[src/rtl/conv_window_feeder.sv]
// Raster-order 3x3 window generator feeding a convolution cell from two line buffers.
// Optional macro CONV_FEEDER_STRIDE2_EN restricts emitted windows to stride 2.
module conv_window_feeder #(
  parameter int DATA_WIDTH = 32,
  parameter int IMG_WIDTH  = 8,
  parameter int IMG_HEIGHT = 8
) (
  input  logic                  C_IN_CLK,
  input  logic                  C_IN_RST,
  input  logic                  C_IN_DATA_VALID,
  input  logic [DATA_WIDTH-1:0] D_IN_DATA,
  output logic [DATA_WIDTH-1:0] D_OUT_DATA_1,
  output logic [DATA_WIDTH-1:0] D_OUT_DATA_2,
  output logic [DATA_WIDTH-1:0] D_OUT_DATA_3,
  output logic [DATA_WIDTH-1:0] D_OUT_DATA_4,
  output logic [DATA_WIDTH-1:0] D_OUT_DATA_5,
  output logic [DATA_WIDTH-1:0] D_OUT_DATA_6,
  output logic [DATA_WIDTH-1:0] D_OUT_DATA_7,
  output logic [DATA_WIDTH-1:0] D_OUT_DATA_8,
  output logic [DATA_WIDTH-1:0] D_OUT_DATA_9,
  output logic                  C_OUT_DATA_VALID,
  output logic                  C_OUT_FRAME_DONE,
  output logic                  C_OUT_BUSY
);

  localparam int COL_W = $clog2(IMG_WIDTH);
  localparam int ROW_W = $clog2(IMG_HEIGHT);
  localparam logic [COL_W-1:0] COL_LAST = COL_W'(IMG_WIDTH - 1);
  localparam logic [ROW_W-1:0] ROW_LAST = ROW_W'(IMG_HEIGHT - 1);

  typedef enum logic [1:0] {
    IDLE = 2'd0,
    FILL = 2'd1,
    RUN  = 2'd2,
    DONE = 2'd3
  } state_e;

  state_e                  state_q, state_d;
  logic [COL_W-1:0]        col_q, col_d;
  logic [ROW_W-1:0]        row_q, row_d;
  logic [DATA_WIDTH-1:0]   win_q [9];
  logic [DATA_WIDTH-1:0]   win_d [9];
  logic                    valid_q, valid_d;

  // Line buffers: lb1 holds row r-1, lb2 holds row r-2, both indexed by column.
  logic [DATA_WIDTH-1:0]   lb1_mem [IMG_WIDTH];
  logic [DATA_WIDTH-1:0]   lb2_mem [IMG_WIDTH];
  logic [DATA_WIDTH-1:0]   lb1_rd, lb2_rd;

  logic                    col_last, row_last, emit;

  assign lb1_rd   = lb1_mem[col_q];
  assign lb2_rd   = lb2_mem[col_q];
  assign col_last = (col_q == COL_LAST);
  assign row_last = (row_q == ROW_LAST);

`ifdef CONV_FEEDER_STRIDE2_EN
  // (row-2) and (col-2) even is the same as row and col even.
  assign emit = (row_q >= ROW_W'(2)) && (col_q >= COL_W'(2)) && !row_q[0] && !col_q[0];
`else
  assign emit = (row_q >= ROW_W'(2)) && (col_q >= COL_W'(2));
`endif

  always_comb begin
    // NOTE: every variable gets a default first so no path leaves one unassigned (no latches).
    state_d = state_q;
    col_d   = col_q;
    row_d   = row_q;
    win_d   = win_q;
    valid_d = 1'b0;

    if (C_IN_DATA_VALID) begin
      win_d[0] = win_q[1];
      win_d[1] = win_q[2];
      win_d[2] = lb2_rd;
      win_d[3] = win_q[4];
      win_d[4] = win_q[5];
      win_d[5] = lb1_rd;
      win_d[6] = win_q[7];
      win_d[7] = win_q[8];
      win_d[8] = D_IN_DATA;
      valid_d  = emit;
      if (col_last) begin
        col_d = '0;
        row_d = row_last ? '0 : row_q + ROW_W'(1);
      end else begin
        col_d = col_q + COL_W'(1);
      end
    end

    unique case (state_q)
      IDLE: if (C_IN_DATA_VALID) state_d = FILL;
      FILL: if (C_IN_DATA_VALID && (row_q == ROW_W'(2)) && (col_q == '0)) state_d = RUN;
      RUN:  if (C_IN_DATA_VALID && row_last && col_last) state_d = DONE;
      DONE: state_d = C_IN_DATA_VALID ? FILL : IDLE;
      default: state_d = IDLE;
    endcase
  end

  // NOTE: sequential state uses non-blocking assignments so all registers update together.
  always_ff @(posedge C_IN_CLK or posedge C_IN_RST) begin
    if (C_IN_RST) begin
      state_q <= IDLE;
      col_q   <= '0;
      row_q   <= '0;
      win_q   <= '{default: '0};
      valid_q <= 1'b0;
    end else begin
      state_q <= state_d;
      col_q   <= col_d;
      row_q   <= row_d;
      win_q   <= win_d;
      valid_q <= valid_d;
    end
  end

  // NOTE: line buffers are deliberately not reset; rows 0 and 1 of every frame overwrite them before use.
  always_ff @(posedge C_IN_CLK) begin
    if (C_IN_DATA_VALID) begin
      lb2_mem[col_q] <= lb1_rd;
      lb1_mem[col_q] <= D_IN_DATA;
    end
  end

  assign D_OUT_DATA_1     = win_q[0];
  assign D_OUT_DATA_2     = win_q[1];
  assign D_OUT_DATA_3     = win_q[2];
  assign D_OUT_DATA_4     = win_q[3];
  assign D_OUT_DATA_5     = win_q[4];
  assign D_OUT_DATA_6     = win_q[5];
  assign D_OUT_DATA_7     = win_q[6];
  assign D_OUT_DATA_8     = win_q[7];
  assign D_OUT_DATA_9     = win_q[8];
  assign C_OUT_DATA_VALID = valid_q;
  assign C_OUT_FRAME_DONE = (state_q == DONE);
  assign C_OUT_BUSY       = (state_q != IDLE);

endmodule
[config.mk]
export PLATFORM = sky130hd
export DESIGN_NAME = conv_window_feeder
export DESIGN_NICKNAME = d
export VERILOG_FILES = /design/src/rtl/conv_window_feeder.sv
export SDC_FILE = /design/constraint.sdc
export NUM_CORES = 1
export LEC_CHECK = 0
export ABC_CLOCK_PERIOD_IN_PS = 25000
export CORE_UTILIZATION = 56
export CTS_BUF_LIST = sky130_fd_sc_hd__clkbuf_8
export DETAILED_ROUTE_END_ITERATION = 8
export GPL_ROUTABILITY_DRIVEN = 0
export PLACE_DENSITY = 0.76
export SLEW_MARGIN = 30
export SYNTH_ARGS = -nofsm -noshare
export SYNTH_HDL_FRONTEND = slang
export SYNTH_SLANG_ARGS = --single-unit
[constraint.sdc]
create_clock -name C_IN_CLK -period 25 [get_ports C_IN_CLK]
set_input_delay 5 -clock C_IN_CLK [delete_from_list [all_inputs] [get_ports C_IN_CLK]]
set_output_delay 5 -clock C_IN_CLK [all_outputs]
set_load 0.05 [all_outputs]
==> run_summary.xml, run 1 <==
<?xml version="1.0" encoding="UTF-8"?>
<metrics>
  <group name="status">
    <metric name="status" unit="">finished, final reports clean</metric>
  </group>
  <group name="power">
    <metric name="power_frac_comb" unit="">0.385</metric>
    <metric name="sequentialPowerShare" unit="">0.407</metric>
    <metric name="p_int" unit="uW">3060</metric>
    <metric name="p_clk_frac" unit="">0.207</metric>
    <metric name="power.switching_fraction" unit="">0.401</metric>
    <metric name="leakage" unit="uW">0.0139</metric>
    <metric name="power.density" unit="mW/mm2">136</metric>
    <metric name="net-switching-power" unit="uW">2050</metric>
    <metric name="ir_drop" unit="mV">0.101</metric>
  </group>
  <group name="worst_setup_path">
    <metric name="critical_path.slowest_cell" unit="">clkdlybuf4s50_1</metric>
    <metric name="worstSetupStartpointType" unit="">flip-flop</metric>
    <metric name="worstPathRequired" unit="ns">20.00</metric>
    <metric name="critPathMostFrequentCell" unit="">inv_1</metric>
    <metric name="path_buf_inv" unit="">3</metric>
    <metric name="critPathTopFamily" unit="">buffers and inverters</metric>
    <metric name="endpoint_kind" unit="">primary output</metric>
    <metric name="path_class" unit="">reg2out</metric>
    <metric name="worst-path-max-fanout" unit="">4</metric>
    <metric name="arrival" unit="ns">2.40</metric>
    <metric name="cpPeakStageDelay" unit="ns">0.81</metric>
    <metric name="critical_path.cell_chain" unit="">inv_1 -&gt; ha_1 -&gt; inv_1 -&gt; clkdlybuf4s50_1</metric>
  </group>
  <group name="detailed_routing">
    <metric name="drt_first_iter_violations" unit="">1462</metric>
    <metric name="route.antenna.remaining_nets" unit="">0</metric>
    <metric name="route.final.wire_length" unit="um">68100</metric>
    <metric name="vias_per_cell" unit="">5.69</metric>
    <metric name="number_of_iterations_in_the_first_detailed_routing_pass" unit="">7</metric>
    <metric name="detail_route.drc_violations" unit="">0</metric>
    <metric name="avgRoutedWirePerCell" unit="um">22.0</metric>
    <metric name="num_vias" unit="">17600</metric>
  </group>
  <group name="clock_tree">
    <metric name="clk_path_buf_depth" unit="">3</metric>
    <metric name="h_tree_levels" unit="">4</metric>
    <metric name="cts_root_buffer" unit="">clkbuf_8</metric>
    <metric name="tritoncts" unit="">built</metric>
    <metric name="clock_insertion_delay_worst_skew" unit="ns">0.78</metric>
    <metric name="post-cts-setup-buffer-count" unit="">0</metric>
    <metric name="cts.hold.buffers_added" unit="">0</metric>
    <metric name="cts-resized-gates" unit="">0</metric>
    <metric name="total_clock_buffers_created_by_cts" unit="">130</metric>
    <metric name="cts.clk_slew.worst_paths" unit="ns">0.06</metric>
    <metric name="cts.sink_count" unit="">809</metric>
  </group>
  <group name="timing">
    <metric name="final_min_period_over_clock_period" unit="">0.296</metric>
    <metric name="timing.final.crit_period" unit="ns">7.40</metric>
    <metric name="finalHoldWorstSlack" unit="ns">0.503</metric>
    <metric name="hold_viol" unit="">0</metric>
    <metric name="timing.final.max_slew_violations" unit="">0</metric>
    <metric name="finalSetupViolCount" unit="">0</metric>
    <metric name="remaining_max_slew_budget_at_the_tightest_pin" unit="">0.327</metric>
    <metric name="rsz0062_at_grt" unit="">no</metric>
    <metric name="clock_skew" unit="ns">0.0319</metric>
    <metric name="worst-slew-pin-transition" unit="ns">1.01</metric>
    <metric name="max_clock_freq" unit="GHz">0.135</metric>
    <metric name="tns" unit="ns">0</metric>
  </group>
  <group name="yosys">
    <metric name="synth_top_family_by_area" unit="">multiplexers</metric>
    <metric name="netlist_instances" unit="">1880</metric>
    <metric name="synth_edf_count" unit="">512</metric>
    <metric name="asr_flop_ratio_synth" unit="">0.367</metric>
    <metric name="synthSimpleGateAreaFrac" unit="">0.0286</metric>
    <metric name="synthDistinctLibCells" unit="">44</metric>
    <metric name="mappedNetlistNets" unit="">1927</metric>
    <metric name="synthFlopType" unit="">edfxtp_1</metric>
    <metric name="muxShareOfSynthArea" unit="">0.146</metric>
    <metric name="ys_warn_count" unit="">0</metric>
    <metric name="syn-cell-area" unit="mm2">0.0311</metric>
    <metric name="synth_sequential_area_ratio" unit="">0.733</metric>
    <metric name="synth_compound_area_frac" unit="">0.0675</metric>
    <metric name="synth_fa_ha_area_frac" unit="">0.00483</metric>
    <metric name="ys_seq_elements" unit="">809</metric>
    <metric name="syn_area_cell" unit="um2">16.5</metric>
    <metric name="xor_and_xnor_area_share_after_synthesis" unit="">0</metric>
  </group>
  <group name="global_route">
    <metric name="antenna_found_initial" unit="">0</metric>
    <metric name="grt_pass1_wl" unit="um">105000</metric>
    <metric name="first_global_vias" unit="">17900</metric>
    <metric name="grt_start_max_net_pins" unit="">162</metric>
    <metric name="globalRouteTotalUtil" unit="">0.245</metric>
    <metric name="grt_remaining_overflow" unit="">0</metric>
  </group>
  <group name="finish">
    <metric name="fill_cells" unit="">3695</metric>
    <metric name="antennaDiodeCount" unit="">0</metric>
    <metric name="multi_input_area" unit="mm2">0.00775</metric>
    <metric name="areaGrowthSynthToFinish" unit="%">20.6</metric>
    <metric name="regArea" unit="mm2">0.0228</metric>
    <metric name="layout.core_utilization" unit="">0.682</metric>
    <metric name="postLayoutCellArea" unit="mm2">0.0375</metric>
    <metric name="final_std_cells_w_o_fill" unit="">3095</metric>
    <metric name="post_layout_net_count" unit="">2287</metric>
    <metric name="layout-drive-gt1-share" unit="">0.200</metric>
  </group>
  <group name="place">
    <metric name="placedCellCount" unit="">2855</metric>
    <metric name="port_buffers" unit="">325</metric>
    <metric name="post_dp_cell_area" unit="mm2">0.0350</metric>
    <metric name="hpwlAfterDp" unit="um">40000</metric>
  </group>
  <group name="die">
    <metric name="fp-row-count" unit="">86</metric>
    <metric name="io_pins" unit="">326</metric>
    <metric name="die-height" unit="um">238</metric>
    <metric name="design.core.area" unit="mm2">0.0550</metric>
    <metric name="initial_core_util" unit="">0.566</metric>
    <metric name="dieWidth" unit="um">238</metric>
    <metric name="design.die.area" unit="mm2">0.0565</metric>
  </group>
  <group name="min_path">
    <metric name="worst_hold_path_type" unit="">reg2reg</metric>
  </group>
  <group name="job">
    <metric name="max_cap_viol_count" unit="">0</metric>
  </group>
</metrics>
area by class of cell:
cell class / count / share of cell area
clock buffers: 142 / 0.0521
clock inverters: 97 / 0.0133
inverters: 8 / 0.00100
multi-input cells: 943 / 0.207
flip-flops and latches: 809 / 0.608
well taps: 748 / 0.0250
repair buffers: 348 / 0.0936
state kept, by name (all words and copies together) (netlist names):
register          flops
D_OUT_DATA_7         32
D_OUT_DATA_8         32
row_q                 3
col_q                 3
D_OUT_DATA_3         32
lb2_mem             256
D_OUT_DATA_1         32
D_OUT_DATA_6         32
C_OUT_DATA_VALID      1
D_OUT_DATA_5         32
lb1_mem             256
state_q               2
D_OUT_DATA_9         32
D_OUT_DATA_4         32
D_OUT_DATA_2         32
cells in the mapped netlist (2+ instances only):
| cell | n | area [um2] |
|---|---|---|
| or3_1 | 18 | 113 |
| inv_1 | 6 | 22.5 |
| mux2_4 | 3 | 45.0 |
| clkbuf_1 | 47 | 176 |
| o32a_1 | 31 | 310 |
| mux2_2 | 259 | 2920 |
| nand2_1 | 35 | 131 |
| o2bb2ai_1 | 27 | 236 |
| nor3b_1 | 5 | 37.5 |
| nor2b_1 | 2 | 12.5 |
| nand2b_1 | 2 | 12.5 |
| a211oi_1 | 72 | 541 |
| a21oi_1 | 50 | 250 |
| nand3b_1 | 2 | 15.0 |
| buf_2 | 52 | 260 |
| a21o_1 | 5 | 37.5 |
| nand3_1 | 3 | 15.0 |
| ha_1 | 12 | 150 |
| a22oi_2 | 3 | 37.5 |
| buf_6 | 6 | 67.6 |
| and3_1 | 2 | 12.5 |
| dfrtp_1 | 297 | 7430 |
| buf_4 | 10 | 75.1 |
| mux2i_1 | 157 | 1570 |
| buf_1 | 5 | 18.8 |
| edfxtp_1 | 512 | 15400 |
| a31oi_1 | 17 | 106 |
| nor2_1 | 136 | 510 |
| a22oi_1 | 27 | 203 |
| nor3_1 | 2 | 10.0 |
| o22ai_1 | 2 | 12.5 |
| o21ai_0 | 61 | 305 |
power groups by stage:
stage | registers [uW] | logic, uW | clock network (uW)
after global placement | 2090 | 1930 | 0
after global routing | 2120 | 2070 | 1140
after CTS | 2080 | 1970 | 1080
final | 2080 | 1970 | 1060
after floorplan | 2650 | 716 | 0
after detailed placement | 2110 | 1970 | 0
cells by family after synthesis:
kind of cell | Yosys count
DFF | 809
muxes | 419
AOI/OAI and AO/OA | 302
and+or+nand+nor | 210
buffers and inverters | 128
adders and majority gates | 12
metal layers:
| layer | track usage | up-vias | part of all wire |
|---|---|---|---|
| met1 | 0.341 | 8964 | 0.43 |
| met3 | 0.0645 | 92 | 0.078 |
| li1 | - | 7910 | - |
| met5 | 0 | - | 0 |
| met2 | 0.379 | 646 | 0.48 |
| met4 | 0.0766 | 0 | 0.017 |
worst paths after layout:
check                      cells past startpoint        startpoint          endpoint  slack (ns)
setup / recovery                               4        state_q[0]        C_OUT_BUSY       17.60
hold / removal                                 1  D_OUT_DATA_1[19]  D_OUT_DATA_1[19]        0.50
setup reg to reg                               4          col_q[0]    lb1_mem[5][25]       20.93
hold reg to reg                                1  D_OUT_DATA_1[19]  D_OUT_DATA_1[19]        0.50
max in group asynchronous                      3          C_IN_RST  D_OUT_DATA_7[21]       18.87
min in group asynchronous                      2          C_IN_RST   D_OUT_DATA_3[7]        4.78
per-stage QoR:
| step | setup slack [ns] | power (uW) |
|---|---|---|
| global placement | 17.16 | 4020 |
| global route | 17.50 | 5330 |
| CTS | 17.54 | 5140 |
| finish | 17.60 | 5110 |
| detailed placement | 17.11 | 4070 |
| floorplan | 11.80 | 3370 |
placed cells by master (no fill, tap or decap), drive strengths merged, types with 5 or more instances in the layout:
master and n:
mux2 262, ha 12, o32a 31, a22oi 30, a21oi 50, a31oi 17, dfrtp 297, buf 24
edfxtp 512, nor3b 5, o21ai 61, or3 18, clkinvlp 8, nor2 136, clkbuf 142, clkinv 28
mux2i 157, inv 66, nand2 36, o2bb2ai 27, clkdlybuf4s50 324, a211oi 72, a21o 5
Note: power is estimated with default switching activity, not from simulation.
==> run 2, diff against run 1 <==
ABC_CLOCK_PERIOD_IN_PS = 6900   (was 25000)
clock period = 6.9 ns   (was 25 ns; I/O delays follow)
==> run 2 against run 1 <==
Compared with the run above: hold slack about the same; die area did not move; combinational power increased to 3.6 times the previous value; power grew to 3.6 times the previous value; utilization increased by 0.25 points; highest routed layer unchanged.
==> run_summary.xml, run 2 (synthesis gave the netlist of run 1 again) <==
<?xml version="1.0" encoding="UTF-8"?>
<metrics>
  <group name="status">
    <metric name="status" unit="">finished, final reports clean</metric>
  </group>
  <group name="die">
    <metric name="io_pins" unit="">326</metric>
    <metric name="initial_core_util" unit="">0.566</metric>
    <metric name="design.core.area" unit="mm2">0.0550</metric>
    <metric name="design.die.area" unit="mm2">0.0565</metric>
    <metric name="dieWidth" unit="um">238</metric>
    <metric name="fp-row-count" unit="">86</metric>
    <metric name="die-height" unit="um">238</metric>
  </group>
  <group name="timing">
    <metric name="timing.final.crit_period" unit="ns">3.75</metric>
    <metric name="hold_viol" unit="">0</metric>
    <metric name="finalHoldWorstSlack" unit="ns">0.503</metric>
    <metric name="final_min_period_over_clock_period" unit="">0.544</metric>
    <metric name="tns" unit="ns">0</metric>
    <metric name="worst-slew-pin-transition" unit="ns">1.00</metric>
    <metric name="finalSetupViolCount" unit="">0</metric>
    <metric name="max_clock_freq" unit="GHz">0.267</metric>
    <metric name="rsz0062_at_grt" unit="">no</metric>
    <metric name="timing.final.max_slew_violations" unit="">0</metric>
    <metric name="remaining_max_slew_budget_at_the_tightest_pin" unit="">0.331</metric>
    <metric name="clock_skew" unit="ns">0.0285</metric>
  </group>
  <group name="finish">
    <metric name="most-common-layout-cells" unit="">512 x edfxtp_1, 324 x clkdlybuf4s50_1, 294 x dfrtp_1, 259 x mux2_2, 157 x mux2i_1</metric>
    <metric name="post_layout_net_count" unit="">2295</metric>
    <metric name="areaGrowthSynthToFinish" unit="%">21.0</metric>
    <metric name="layout-drive-gt1-share" unit="">0.208</metric>
    <metric name="final_common_cell" unit="">edfxtp_1</metric>
    <metric name="largest_registers" unit="">lb1_mem (256), lb2_mem (256)</metric>
    <metric name="final_std_cells_w_o_fill" unit="">3104</metric>
    <metric name="layout.core_utilization" unit="">0.685</metric>
  </group>
  <group name="clock_tree">
    <metric name="tritoncts" unit="">built</metric>
    <metric name="cts.clk_slew.worst_paths" unit="ns">0.06</metric>
    <metric name="post-cts-setup-buffer-count" unit="">0</metric>
    <metric name="clock_insertion_delay_worst_skew" unit="ns">0.78</metric>
    <metric name="clk_path_buf_depth" unit="">3</metric>
    <metric name="cts.hold.buffers_added" unit="">0</metric>
    <metric name="h_tree_levels" unit="">4</metric>
    <metric name="cts-resized-gates" unit="">0</metric>
    <metric name="cts.sink_count" unit="">809</metric>
    <metric name="total_clock_buffers_created_by_cts" unit="">130</metric>
    <metric name="cts_root_buffer" unit="">clkbuf_8</metric>
  </group>
  <group name="detailed_routing">
    <metric name="number_of_iterations_in_the_first_detailed_routing_pass" unit="">5</metric>
    <metric name="avgRoutedWirePerCell" unit="um">22.0</metric>
    <metric name="num_vias" unit="">17800</metric>
    <metric name="vias_per_cell" unit="">5.73</metric>
    <metric name="detail_route.drc_violations" unit="">0</metric>
    <metric name="drt_first_iter_violations" unit="">1060</metric>
    <metric name="route.antenna.remaining_nets" unit="">0</metric>
    <metric name="route.final.wire_length" unit="um">68400</metric>
  </group>
  <group name="global_route">
    <metric name="antenna_found_initial" unit="">1</metric>
    <metric name="grt_start_max_net_pins" unit="">157</metric>
    <metric name="globalRouteTotalUtil" unit="">0.246</metric>
    <metric name="first_global_vias" unit="">18200</metric>
    <metric name="grt_pass1_wl" unit="um">105000</metric>
    <metric name="grt_remaining_overflow" unit="">0</metric>
  </group>
  <group name="worst_setup_path">
    <metric name="worstPathRequired" unit="ns">5.52</metric>
    <metric name="worstSetupStartpoint" unit="">state_q[0]</metric>
    <metric name="r2r-start" unit="">col_q[2]</metric>
    <metric name="worstSetupStartpointType" unit="">flip-flop</metric>
    <metric name="arrival" unit="ns">2.37</metric>
    <metric name="crit-reg2reg-capture" unit="">lb1_mem[3][4]</metric>
    <metric name="timing.critical_path.to" unit="">C_OUT_BUSY</metric>
    <metric name="path_class" unit="">reg2out</metric>
    <metric name="worst_r2r_path_depth" unit="">4</metric>
    <metric name="worst-path-max-fanout" unit="">4</metric>
    <metric name="endpoint_kind" unit="">primary output</metric>
    <metric name="setup.reg_to_reg.worst_slack" unit="ns">3.45</metric>
  </group>
  <group name="power">
    <metric name="leakage" unit="uW">0.0139</metric>
    <metric name="power.density" unit="mW/mm2">494</metric>
    <metric name="total_power" unit="uW">18600</metric>
    <metric name="ir_drop" unit="mV">0.308</metric>
  </group>
  <group name="place">
    <metric name="hpwlAfterDp" unit="um">39500</metric>
    <metric name="port_buffers" unit="">325</metric>
    <metric name="placedCellCount" unit="">2863</metric>
  </group>
  <group name="job">
    <metric name="max_cap_viol_count" unit="">0</metric>
  </group>
  <group name="min_path">
    <metric name="worst_hold_path_type" unit="">reg2reg</metric>
  </group>
</metrics>
==> run 2: worst min-delay path by stage <==
stage                                 from               end  slack, ns  depth (start not counted)
after floorplan                 state_q[0]        state_q[0]       0.49                          1
after global placement     D_OUT_DATA_1[1]   D_OUT_DATA_1[1]       0.49                          1
after detailed placement  D_OUT_DATA_4[11]  D_OUT_DATA_4[11]       0.49                          1
after CTS                  D_OUT_DATA_4[7]   D_OUT_DATA_4[7]       0.51                          1
after global routing       D_OUT_DATA_4[7]   D_OUT_DATA_4[7]       0.51                          1
final                     D_OUT_DATA_1[19]  D_OUT_DATA_1[19]       0.50                          1
==> run 2: report_power, final <==
part	switching [uW]	total, uW	internal (uW)
combinational	4790	7160	2370
clock	1850	3940	2090
sequential	782	7510	6730
==> run 2: critical path, stage by stage (launching register included) <==
cell and delay, ns:
dfrtp_1 0.40, inv_1 0.11, ha_1 0.23, inv_1 0.06, clkdlybuf4s50_1 0.81
==> run 2: cell type report <==
cell class	instances	area, um2
diodes	1	2.50
clock buffers	149	2050
clock inverters	90	483
fillers	3691	17300
inverters	8	33.8
multi-input cells	943	7740
flip-flops and latches	809	22800
well taps	748	936
repair buffers	356	3580
==> run 2: per-layer routing <==
layer,share of wire,vias up,wire length [um],GRT usage
li1,-,7941,-,-
met1,0.43,9077,29200,0.337
met2,0.48,651,32700,0.386
met3,0.073,109,5010,0.0592
met4,0.022,0,1520,0.0891
met5,0,-,0,0
==> run 2: through the flow <==
step,instance area [um2],worst slack [ns]
detailed placement,35100,3.14
global placement,35000,3.12
global route,37600,3.02
CTS,37600,3.07
floorplan,31100,1.57
finish,37600,3.15
